<file path="src/rtl/fetch_unit.sv">
// fetch_unit: instruction fetch stage feeding decode.
// Holds the PC, issues one outstanding word fetch at a time, buffers returned
// instructions in a small FIFO and hands them to decode over valid/ready.
// A branch redirect flushes buffered and in-flight instructions.
//
// Ports:
//   clk, reset                  clock, asynchronous active-high reset
//   imem_req, imem_addr         fetch request pulse and address (combinational)
//   imem_rvalid, imem_rdata     memory response strobe and instruction word
//   redirect, redirect_pc       branch redirect and new fetch PC (bits [1:0] ignored)
//   instr_valid, instr,         FIFO head presented to decode
//   instr_pc, instr_ready
//   perf_fetched, perf_flushed  saturating counters, only with FETCH_PERF_CNT_EN
//
// Optional feature macro: FETCH_PERF_CNT_EN
module fetch_unit #(
    parameter int unsigned      PC_W       = 64,
    parameter int unsigned      INSTR_W    = 32,
    parameter int unsigned      FIFO_DEPTH = 2,
    parameter logic [PC_W-1:0]  RESET_PC   = '0
) (
    input  logic               clk,
    input  logic               reset,
    output logic               imem_req,
    output logic [PC_W-1:0]    imem_addr,
    input  logic               imem_rvalid,
    input  logic [INSTR_W-1:0] imem_rdata,
    input  logic               redirect,
    input  logic [PC_W-1:0]    redirect_pc,
    output logic               instr_valid,
    output logic [INSTR_W-1:0] instr,
    output logic [PC_W-1:0]    instr_pc,
    input  logic               instr_ready
`ifdef FETCH_PERF_CNT_EN
    ,
    output logic [31:0]        perf_fetched,
    output logic [31:0]        perf_flushed
`endif
);

    localparam int unsigned PTR_W = (FIFO_DEPTH > 1) ? $clog2(FIFO_DEPTH) : 1;
    localparam int unsigned CNT_W = PTR_W + 1;

    localparam logic [1:0] S_IDLE = 2'd0;
    localparam logic [1:0] S_WAIT = 2'd1;
    localparam logic [1:0] S_DROP = 2'd2;

    logic [1:0]         state_q, state_d;
    logic [PC_W-1:0]    pc_q, pc_d;
    logic [PC_W-1:0]    req_pc_q, req_pc_d;
    logic [CNT_W-1:0]   count_q;
    logic [PTR_W-1:0]   wr_ptr_q, rd_ptr_q;
    logic [PC_W-1:0]    fifo_pc_q    [FIFO_DEPTH];
    logic [INSTR_W-1:0] fifo_instr_q [FIFO_DEPTH];

    logic req_c, push_c, pop_c, flush_c;

    // Next-state and request logic
    always_comb begin
        state_d  = state_q;
        pc_d     = pc_q;
        req_pc_d = req_pc_q;
        req_c    = 1'b0;
        push_c   = 1'b0;
        flush_c  = 1'b0;
        pop_c    = instr_valid && instr_ready;

        case (state_q)
            S_IDLE: begin
                if (!redirect && !reset && (count_q < CNT_W'(FIFO_DEPTH)))
                    req_c = 1'b1;
            end
            S_WAIT: begin
                if (redirect) begin
                    // A response arriving with the redirect is simply discarded
                    state_d = imem_rvalid ? S_IDLE : S_DROP;
                end else if (imem_rvalid) begin
                    push_c = 1'b1;
                    // The word being pushed still occupies a slot next cycle
                    if ((count_q + CNT_W'(1)) < CNT_W'(FIFO_DEPTH))
                        req_c = 1'b1;
                    else
                        state_d = S_IDLE;
                end
            end
            S_DROP: begin
                // The stale response is consumed whether or not a new redirect arrives
                if (imem_rvalid)
                    state_d = S_IDLE;
            end
            default: state_d = S_IDLE;
        endcase

        if (redirect) begin
            flush_c = 1'b1;
            pc_d    = redirect_pc & ~PC_W'(3);
        end

        if (req_c) begin
            req_pc_d = pc_q;
            pc_d     = pc_q + PC_W'(4);
            state_d  = S_WAIT;
        end
    end

    assign imem_req  = req_c;
    assign imem_addr = req_c ? pc_q : '0;

    // FSM and PC registers
    always_ff @(posedge clk or posedge reset) begin
        if (reset) begin
            state_q  <= S_IDLE;
            pc_q     <= RESET_PC;
            req_pc_q <= '0;
        end else begin
            state_q  <= state_d;
            pc_q     <= pc_d;
            req_pc_q <= req_pc_d;
        end
    end

    // Instruction buffer
    always_ff @(posedge clk or posedge reset) begin
        if (reset) begin
            count_q  <= '0;
            wr_ptr_q <= '0;
            rd_ptr_q <= '0;
            for (int i = 0; i < FIFO_DEPTH; i++) begin
                fifo_pc_q[i]    <= '0;
                fifo_instr_q[i] <= '0;
            end
        end else if (flush_c) begin
            count_q  <= '0;
            wr_ptr_q <= '0;
            rd_ptr_q <= '0;
        end else begin
            if (push_c) begin
                fifo_pc_q[wr_ptr_q]    <= req_pc_q;
                fifo_instr_q[wr_ptr_q] <= imem_rdata;
                wr_ptr_q               <= wr_ptr_q + PTR_W'(1);
            end
            if (pop_c)
                rd_ptr_q <= rd_ptr_q + PTR_W'(1);
            case ({push_c, pop_c})
                2'b10:   count_q <= count_q + CNT_W'(1);
                2'b01:   count_q <= count_q - CNT_W'(1);
                default: count_q <= count_q;
            endcase
        end
    end

    assign instr_valid = (count_q != '0);
    assign instr       = fifo_instr_q[rd_ptr_q];
    assign instr_pc    = fifo_pc_q[rd_ptr_q];

    a_no_overflow: assert property (@(posedge clk) disable iff (reset)
        push_c |-> (count_q < CNT_W'(FIFO_DEPTH)));

`ifdef FETCH_PERF_CNT_EN
    logic [CNT_W-1:0] flush_cnt_c;
    logic [32:0]      flushed_sum_c;

    // Entries lost on redirect: what remains after a same-cycle pop plus any in-flight word
    always_comb begin
        flush_cnt_c   = count_q - CNT_W'(pop_c) + CNT_W'(state_q == S_WAIT);
        flushed_sum_c = {1'b0, perf_flushed} + 33'(flush_cnt_c);
    end

    // Saturating performance counters
    always_ff @(posedge clk or posedge reset) begin
        if (reset) begin
            perf_fetched <= '0;
            perf_flushed <= '0;
        end else begin
            if (pop_c && (perf_fetched != 32'hFFFF_FFFF))
                perf_fetched <= perf_fetched + 32'd1;
            if (flush_c)
                perf_flushed <= flushed_sum_c[32] ? 32'hFFFF_FFFF : flushed_sum_c[31:0];
        end
    end
`endif

endmodule

</file>
<file path="config.mk">
export PLATFORM = sky130hd
export DESIGN_NAME = fetch_unit
export DESIGN_NICKNAME = d
export VERILOG_FILES = /design/src/rtl/fetch_unit.sv
export SDC_FILE = /design/constraint.sdc
export NUM_CORES = 1
export LEC_CHECK = 0
export ABC_AREA = 1
export CAP_MARGIN = 5
export CORE_MARGIN = 10
export CORE_UTILIZATION = 44
export CTS_CLUSTER_SIZE = 25
export DETAILED_ROUTE_END_ITERATION = 12
export GPL_TIMING_DRIVEN = 0
export PLACE_DENSITY = 0.65
export SLEW_MARGIN = 0
export SYNTH_ARGS = -nofsm -noshare
export SYNTH_HDL_FRONTEND = slang
export SYNTH_SLANG_ARGS = --single-unit
</file>
<file path="constraint.sdc">
create_clock -name clk -period 23.5 [get_ports clk]
set_input_delay 2.35 -clock clk [delete_from_list [all_inputs] [get_ports clk]]
set_output_delay 2.35 -clock clk [all_outputs]
set_load 0.03 [all_outputs]
</file>
---- Word-level counts from Yosys, hierarchy flattened ----
Index checks and enable logic that the tools add are counted.
word-level totals
  register bits after elaboration ......... 326
  output and inout bits ................... 162
cells by class
  add/subtract/negate cells ............... 5
  magnitude comparators ................... 5
  eq/ne operators ......................... 8
  muxes and demuxes ....................... 37
  bitwise gates (word level) .............. 3
  reductions and logical operators ........ 14
operators with widths
  kind                                                              number
  64-bit two-way mux                                                7
  128-bit bitwise mux                                               1
  32-bit two-way mux                                                4
  64-bit by 3-bit adder with 64-bit output (second input constant)  1
  64-bit bitwise mux                                                1
  64-bit demux with 1-bit select                                    1
  32-bit demux with 1-bit select                                    1
  2-bit two-way mux                                                 7
  1-bit two-way mux                                                 12
  4-bit inequality test (second input constant)                     2
  2-bit nonzero test                                                4
  2-bit case mux with 3 select lines                                1
  2-bit by 1-bit == test with 1-bit output (second input constant)  2
  2-bit == test (second input constant)                             2
  2-bit greater-or-equal comparator (second input constant)         2
  1-bit logical AND                                                 4
  2-bit less-than comparator (second input constant)                2
  1-bit NOT with 2-bit output                                       2
  2-bit case mux with 2 select lines                                1
  4-bit AND reduction                                               1
  3-bit inequality test (second input constant)                     1
  3-bit nonzero test                                                1
  1-bit adder (second input constant)                               2
  2-bit by 1-bit adder with 2-bit output (second input constant)    1
  other kinds (8)                                                   9

---- Longest topological paths before layout ----
Gate-level depths: netlist of run 1.
  word-level depth ........................ 8
  gate-level depth with buffers ........... 12
  depth with buffers taken out ............ 11

---- Worst setup path before layout of run 1 ----
Ideal clock, no wire load.
  path type ............................... input to output
  start point ............................. in reset
  end point ............................... out imem_addr[10]
  arrival ................................. 10616 ps
  data required time ...................... 21150 ps
  slack ................................... 10534 ps
  cell stages on the path ................. 7
  cell sequence ........................... inv_1 -> nand4_4 -> nand2_4 -> inv_2 -> buf_6 -> buf_2 -> nor2_1
between the ends
  word-level cells in the longest chain between the ends .. 6
RTL lines
  item                                RTL line  source
  start, declared                     23        input logic reset,
  1-bit logical NOT (no source line)  n/a
  1-bit logical AND (2 in a row)      70        if (!redirect && !reset && (count_q < CNT_W'(FIFO_DEPTH)))
  1-bit two-way mux                   70
  1-bit case mux with 2 select lines  68        case (state_q)
  64-bit two-way mux                  107       assign imem_addr = req_c ? pc_q : '0;
  end, declared                       25        output logic [PC_W-1:0] imem_addr,
Every way passes these cells.

---- Worst setup path after layout of run 1 ----
  start point ............................. in reset
  end point ............................... out imem_addr[31]
Same word-level chain as after synthesis.

==> summary.txt, run 1 <==
Worst-path clk slew -> 0.05 ns
Avg WL per Cell -> 19.4 um
Clock Power Share -> 23.0%
Pwr dens -> 122 mW/mm2
Overall power -> 2.45 mW
GR Layer Usage met3 -> 3.61%
Nets -> 2500
All-Layer GR Usage -> 25.1%
Worst setup margin -> 14.71 ns
Synth-to-layout area growth -> 27.9%
Final setup viols -> 0
Net switching power -> 0.993 mW
Gpl congestion -> 0.978
FF-to-FF Start -> count_q[1]
Post-synthesis cell count -> 2099
Met1 usage -> 34.5%
Congestion Overflow GR -> 0
CP bufs+invs -> 8
First-pass GRT wire length -> 86800 um
Share of Yosys cell area claimed by the top area cell type -> 50.6%
Critical path type -> in2out
Final std cells w/o fill -> 2880
R2R Path End -> pc_q[53]
Longest Clk Path Bufs -> 3
Worst-path cell chain -> clkdlybuf4s50_1 > inv_8 > buf_16 > buf_16 > nand4_4 > nand2_4 > inv_2 > buf_6 > buf_2 > nor2_1 > clkdlybuf4s50_1
Post-route minimum period -> 8.79 ns
Sink Count -> 318
Global Route met2 Usage -> 41.1%
Mapped Area -> 0.0157 mm2
Max-slew violation count -> 0
Root Buffer -> clkbuf_16
Flop pwr share -> 35.9%
Max_slew headroom -> 43.3%
Worst Setup SP -> reset
1st-iter DRT viols -> 1169
Post-Synthesis Mean Instance Area -> 7.49 um2
Leak -> 9.68 nW
Worst EP arrival -> 6.44 ns
Achievable Freq -> 114 MHz
DRC -> 0
Die area -> 0.0437 mm2
Initial antenna violation count -> 1
Busiest grt layer -> met2
Most frequent cells in the layout -> nand2_1, dfrtp_1, clkdlybuf4s50_1
Resized cells post-CTS -> 0
Yosys cell types -> 36
Vias per cell -> 5.18
Status -> finished, final reports clean
Worst-path maximum fanout -> 122
Vias in the first global route -> 14.5k
Port bufs -> 255
Setup bufs post-CTS -> 0
Hold Vio Cnt, Final -> 0
DP HPWL -> 42800 um
Width of the die -> 209 um
Initial core utilization -> 44.4%
Cell count of the worst reg-to-reg path -> 12
# hold bufs at CTS -> 0
Most common cell after layout, fill and taps aside -> nand2_1
Switching part of the total -> 40.6%
# placed instances -> 2820
# rows -> 69
Drt total wl -> 56000 um
Layout cells sized above 1 -> 5.66%
Int Pwr -> 1.46 mW
Post-route ant nets -> 0
H-tree levels -> 2
WP depth -> 11
Synth Register Bits -> 318
Worst Skew -> 0.0152 ns
Startpoint Class -> input port
Crit path max-delay family -> buffers and inverters
Clk_lat worst skew -> 0.52 ns
Period utilization -> 37.4%
Synth area leader -> dfrtp_1
Worst setup EP type -> output port
CTS tree -> built
CP required -> 21.15 ns
Worst-margin pin slew -> 0.850 ns
Worst hold path depth -> 2
Die H -> 209 um
# IOs -> 263
Register-to-Register Setup Slack -> 21.27 ns
Antenna fix cells -> 0
TritonCTS Buffers -> 36
CP max stage cell -> clkdlybuf4s50_1
Capture point of the critical path -> imem_addr[31]
Drt pass-1 iters -> 6
Core area -> 0.0354 mm2
Crit-path max cell delay -> 0.78 ns
Via count -> 14.9k
Final TNS setup -> 0 ns
Logic pwr share -> 41.0%
Post-Place Setup Slack -> 14.60 ns
Sequential share of the synthesized area -> 50.6%
Max_cap viols -> 0
Largest net degree at the start of global routing -> 123
Synth area leaders -> dfrtp_1, nand2_1, o21ai_0
Hold/Removal Path Class -> reg2reg
RSZ-0062 raised after global routing -> no
Synth Warn # -> 0
Worst vdd ir -> 0.0702 mV
## how the worst min path moves through the flow
stage / end / from
6_report: fifo_pc_q[91] / fifo_pc_q[91]
5_1_grt: fifo_pc_q[19] / fifo_pc_q[19]
4_1_cts: fifo_pc_q[34] / fifo_pc_q[34]
3_5_place_dp: fifo_pc_q[58] / fifo_pc_q[58]
3_3_place_gp: fifo_pc_q[122] / fifo_pc_q[122]
2_1_floorplan: fifo_instr_q[0] / fifo_instr_q[0]
## per-layer routing
layer  up-vias  share of wire, %
li1       7137                 -
met1      7201                44
met2       504                48
met3        64               6.1
met4         0               2.2
met5         -                 0
## synthesized netlist by cell type (all sizes together)
cell and instances:
clkinv 1, nor3 2, o221ai 1, dfrtp 318
clkbuf 47, a21oi 14, or2 1, o211ai 25
nor2 239, nand2 770, o21a 7, o21bai 42
buf 56, conb 1, nand4 4, inv 220
ha 2, o21ai 253, xor2 3, nand3 87
nand3b 1, a22oi 2, xnor2 3
## through the flow
step                area, um2  hold WS (ns)  utilization, %
global placement        18900         0.465            53.3
global route            20100         0.499            56.8
CTS                     20100         0.486            56.8
finish                  20100         0.482            56.8
floorplan               15700         0.453               -
detailed placement      18900         0.472            53.5
## layout make-up
cell class	instances	area (um2)
multi-input combinational	1460	6400
buffer	103	557
inverter	221	837
fill	3416	15300
clock inverter	10	128
clock buffer	50	1050
timing repair buffer	257	2610
tap	461	577
sequential	318	7960
## power by group through the flow
stage,Combinational (mW),Sequential (mW),Clock [mW]
after detailed placement,1.01,0.884,0
after global placement,0.990,0.879,0
after CTS,1.01,0.877,0.571
final,1.01,0.881,0.564
after global routing,1.10,0.907,0.597
after floorplan,0.628,0.856,0
## cell families after synthesis
| kind of cell | synth area share, % |
|---|---|
| AOI/OAI and AO/OA | 12.2 |
| xor gates and xnor gates | 0.334 |
| and+or+nand+nor | 27.9 |
| DFF | 50.6 |
| other | 0.0238 |
| buffers and inverters | 8.81 |
| adders and majority gates | 0.159 |
## registers in the layout (all words and copies together), names as in the netlist
signal        flops
fifo_pc_q       124
pc_q             62
wr_ptr_q          1
rd_ptr_q          1
count_q           2
state_q           2
fifo_instr_q     64
req_pc_q         62
## worst register-to-register path: cells and delay by family (launching register included)
family | cells | cell delay (ns)
AO/OA/AOI/OAI | 1 | 0.14
AND/OR/NAND/NOR | 5 | 0.83
flip-flops | 1 | 0.36
adder cells (fa/ha/maj) | 1 | 0.27
buffers and inverters | 5 | 0.59
No activity file was read; power rests on OpenSTA's default activity.
==> inputs of run 2 (changes only) <==
- clock period: 23.5 -> 8.5 ns (I/O delays scaled with it)
==> summary.txt, run 2 (synthesis gave the netlist of run 1 again) <==
Status -> finished, final reports clean (unchanged)
Most used cell along the critical path -> buf_12
Vias in the first global route -> 14.6k (was 14.5k)
Vias per cell -> 5.20 (was 5.18)
Cell count of the worst reg-to-reg path -> 12 (unchanged)
Worst Skew -> 0.0134 ns (was 0.0152 ns)
DRC -> 0 (unchanged)
Via count -> 15.0k (was 14.9k)
Final setup viols -> 0 (unchanged)
Post-route ant nets -> 0 (unchanged)
Crit-path max cell delay -> 0.77 ns (was 0.78 ns)
Overall power -> 6.81 mW (was 2.45 mW)
Leading registers by flop count -> fifo_pc_q: 124 flops, fifo_instr_q: 64 flops (unchanged)
All-Layer GR Usage -> 25.2% (was 25.1%)
Layout cells sized above 1 -> 5.94% (was 5.66%)
Post-Place Setup Slack -> 2.96 ns (was 14.60 ns)
Achievable Freq -> 181 MHz
Register area -> 0.00796 mm2 (unchanged)
Width of the die -> 209 um (unchanged)
Worst vdd ir -> 0.205 mV (was 0.0702 mV)
Max_slew headroom -> 49.1% (was 43.3%)
CP required -> 7.65 ns (was 21.15 ns)
Clk_lat worst skew -> 0.52 ns (about the same)
Fillers -> 3417 (was 3416)
Most flops, register -> fifo_pc_q (unchanged)
# IOs -> 263 (unchanged)
Final TNS setup -> 0 ns (unchanged)
FF-to-FF Start -> count_q[1] (unchanged)
Sink Count -> 318 (unchanged)
Leak -> 9.76 nW (was 9.68 nW)
Nets -> 2507 (was 2500)
R2R Path End -> pc_q[52] (was pc_q[53])
Setup bufs post-CTS -> 0 (unchanged)
DP HPWL -> 43400 um (was 42800 um)
Max reg flops -> 124 (unchanged)
H-tree levels -> 2 (unchanged)
Startpoint Class -> input port (unchanged)
Worst-path maximum fanout -> 39 (was 122)
TritonCTS Buffers -> 36 (unchanged)
Die area -> 0.0437 mm2 (unchanged)
Longest Clk Path Bufs -> 3 (unchanged)
Worst-path cell chain -> clkdlybuf4s50_1 > clkinvlp_4 > buf_12 > buf_12 > buf_12 > buf_12 > nand4_4 > nand2_4 > inv_2 > buf_6 > buf_2 > nor2_1 > clkdlybuf4s50_1 (was clkdlybuf4s50_1 > inv_8 > buf_16 > buf_16 > nand4_4 > nand2_4 > inv_2 > buf_6 > buf_2 > nor2_1 > clkdlybuf4s50_1)
Worst hold slack -> 0.481 ns (was 0.482 ns)
# rows -> 69 (unchanged)
Port bufs -> 255 (unchanged)
CP max stage cell -> clkdlybuf4s50_1 (unchanged)
Max-slew violation count -> 0 (unchanged)
Pwr dens -> 336 mW/mm2 (was 122 mW/mm2)
Worst-path clk slew -> 0.05 ns (about the same)
Synth-to-layout area growth -> 28.8% (was 27.9%)
Most frequent cells in the layout -> nand2_1, dfrtp_1, clkdlybuf4s50_1 (unchanged)
Register-to-Register Setup Slack -> 6.22 ns (was 21.27 ns)
# hold bufs at CTS -> 0 (unchanged)
CTS tree -> built (unchanged)
Area of the multi-input gates -> 0.00640 mm2 (unchanged)
Hold Vio Cnt, Final -> 0 (unchanged)
Avg WL per Cell -> 19.6 um (was 19.4 um)
Hold/Removal Path Class -> reg2reg (unchanged)
Core area -> 0.0354 mm2 (unchanged)
Period utilization -> 64.9%
Gpl congestion -> 0.964 (was 0.978)
Capture point of the critical path -> imem_addr[34] (was imem_addr[31])
1st-iter DRT viols -> 1151 (was 1169)
Worst setup EP type -> output port (unchanged)
Die H -> 209 um (unchanged)
Congestion Overflow GR -> 0 (unchanged)
Worst-margin pin slew -> 0.764 ns (was 0.850 ns)
Initial antenna violation count -> 1 (unchanged)
Initial core utilization -> 44.4% (unchanged)
First-pass GRT wire length -> 87200 um (was 86800 um)
Root Buffer -> clkbuf_16 (unchanged)
Worst Setup SP -> reset (unchanged)
Antenna fix cells -> 0 (unchanged)
Critical path type -> in2out (unchanged)
Post-route minimum period -> 5.51 ns
Drt total wl -> 56500 um (was 56000 um)
Resized cells post-CTS -> 0 (unchanged)
Largest net degree at the start of global routing -> 44 (was 123)
Max_cap viols -> 0 (unchanged)
Post-route core utilization -> 57.3% (was 56.8%)
Worst setup margin -> 2.99 ns (was 14.71 ns)
Drt pass-1 iters -> 7 (was 6)
Worst EP arrival -> 4.66 ns (was 6.44 ns)
Most common cell after layout, fill and taps aside -> nand2_1 (unchanged)
RSZ-0062 raised after global routing -> no (unchanged)
run 2: changes by cell type in the layout (fill, tap and decap cells not counted):
cell       before  now
inv_8           1    0
bufinv_16       2    1
clkinv_4        2    1
inv_6           1    0
buf_12          0    9
clkbuf_16      36   38
buf_16          2    0
clkinv_2        2    1
clkbuf_8       10   13
run 2: area by class of cell:
| type | instances | share of cell area, % |
|---|---|---|
| sequential | 318 | 39.3 |
| tap | 461 | 2.85 |
| clock inverter | 5 | 0.333 |
| multi-input combinational | 1460 | 31.6 |
| buffer | 103 | 2.75 |
| timing repair buffer | 264 | 13.5 |
| clock buffer | 55 | 5.65 |
| inverter | 221 | 4.11 |
run 2: stage by stage:
step / instances / area, um2
2_1_floorplan: 2102 / 15700
3_3_place_gp: 2818 / 18900
3_5_place_dp: 2827 / 19100
4_1_cts: 2887 / 20300
5_1_grt: 2887 / 20300
6_report: 2887 / 20300
run 2: metal layers:
layer	part of all wire [%]	vias up	global-route usage [%]
met1	44	7254	34.2
met2	47	544	40.6
met3	6.8	80	4.47
met4	2.6	0	6.82
met5	0	-	0
li1	-	7148	-
run 2: power breakdown:
part / internal [mW] / total, mW / switching [mW]
logic: 1.00 / 2.79 / 1.79
registers: 2.10 / 2.44 / 0.336
clock network: 0.955 / 1.58 / 0.623
run 2: worst max-delay path, delay by kind of cell:
kind,cells,cell delay [ns]
buf+inv,10,3.07
simple gates,3,0.68
run 2: worst min-delay path by stage:
| stage | depth (start not counted) | end | slack [ns] | from |
|---|---|---|---|---|
| after floorplan | 2 | fifo_instr_q[0] | 0.45 | fifo_instr_q[0] |
| after global placement | 2 | fifo_pc_q[28] | 0.47 | fifo_pc_q[28] |
| after detailed placement | 2 | fifo_pc_q[56] | 0.47 | fifo_pc_q[56] |
| after CTS | 2 | fifo_pc_q[5] | 0.49 | fifo_pc_q[5] |
| after global routing | 2 | fifo_pc_q[29] | 0.50 | fifo_pc_q[29] |
| final | 2 | fifo_pc_q[95] | 0.48 | fifo_pc_q[95] |
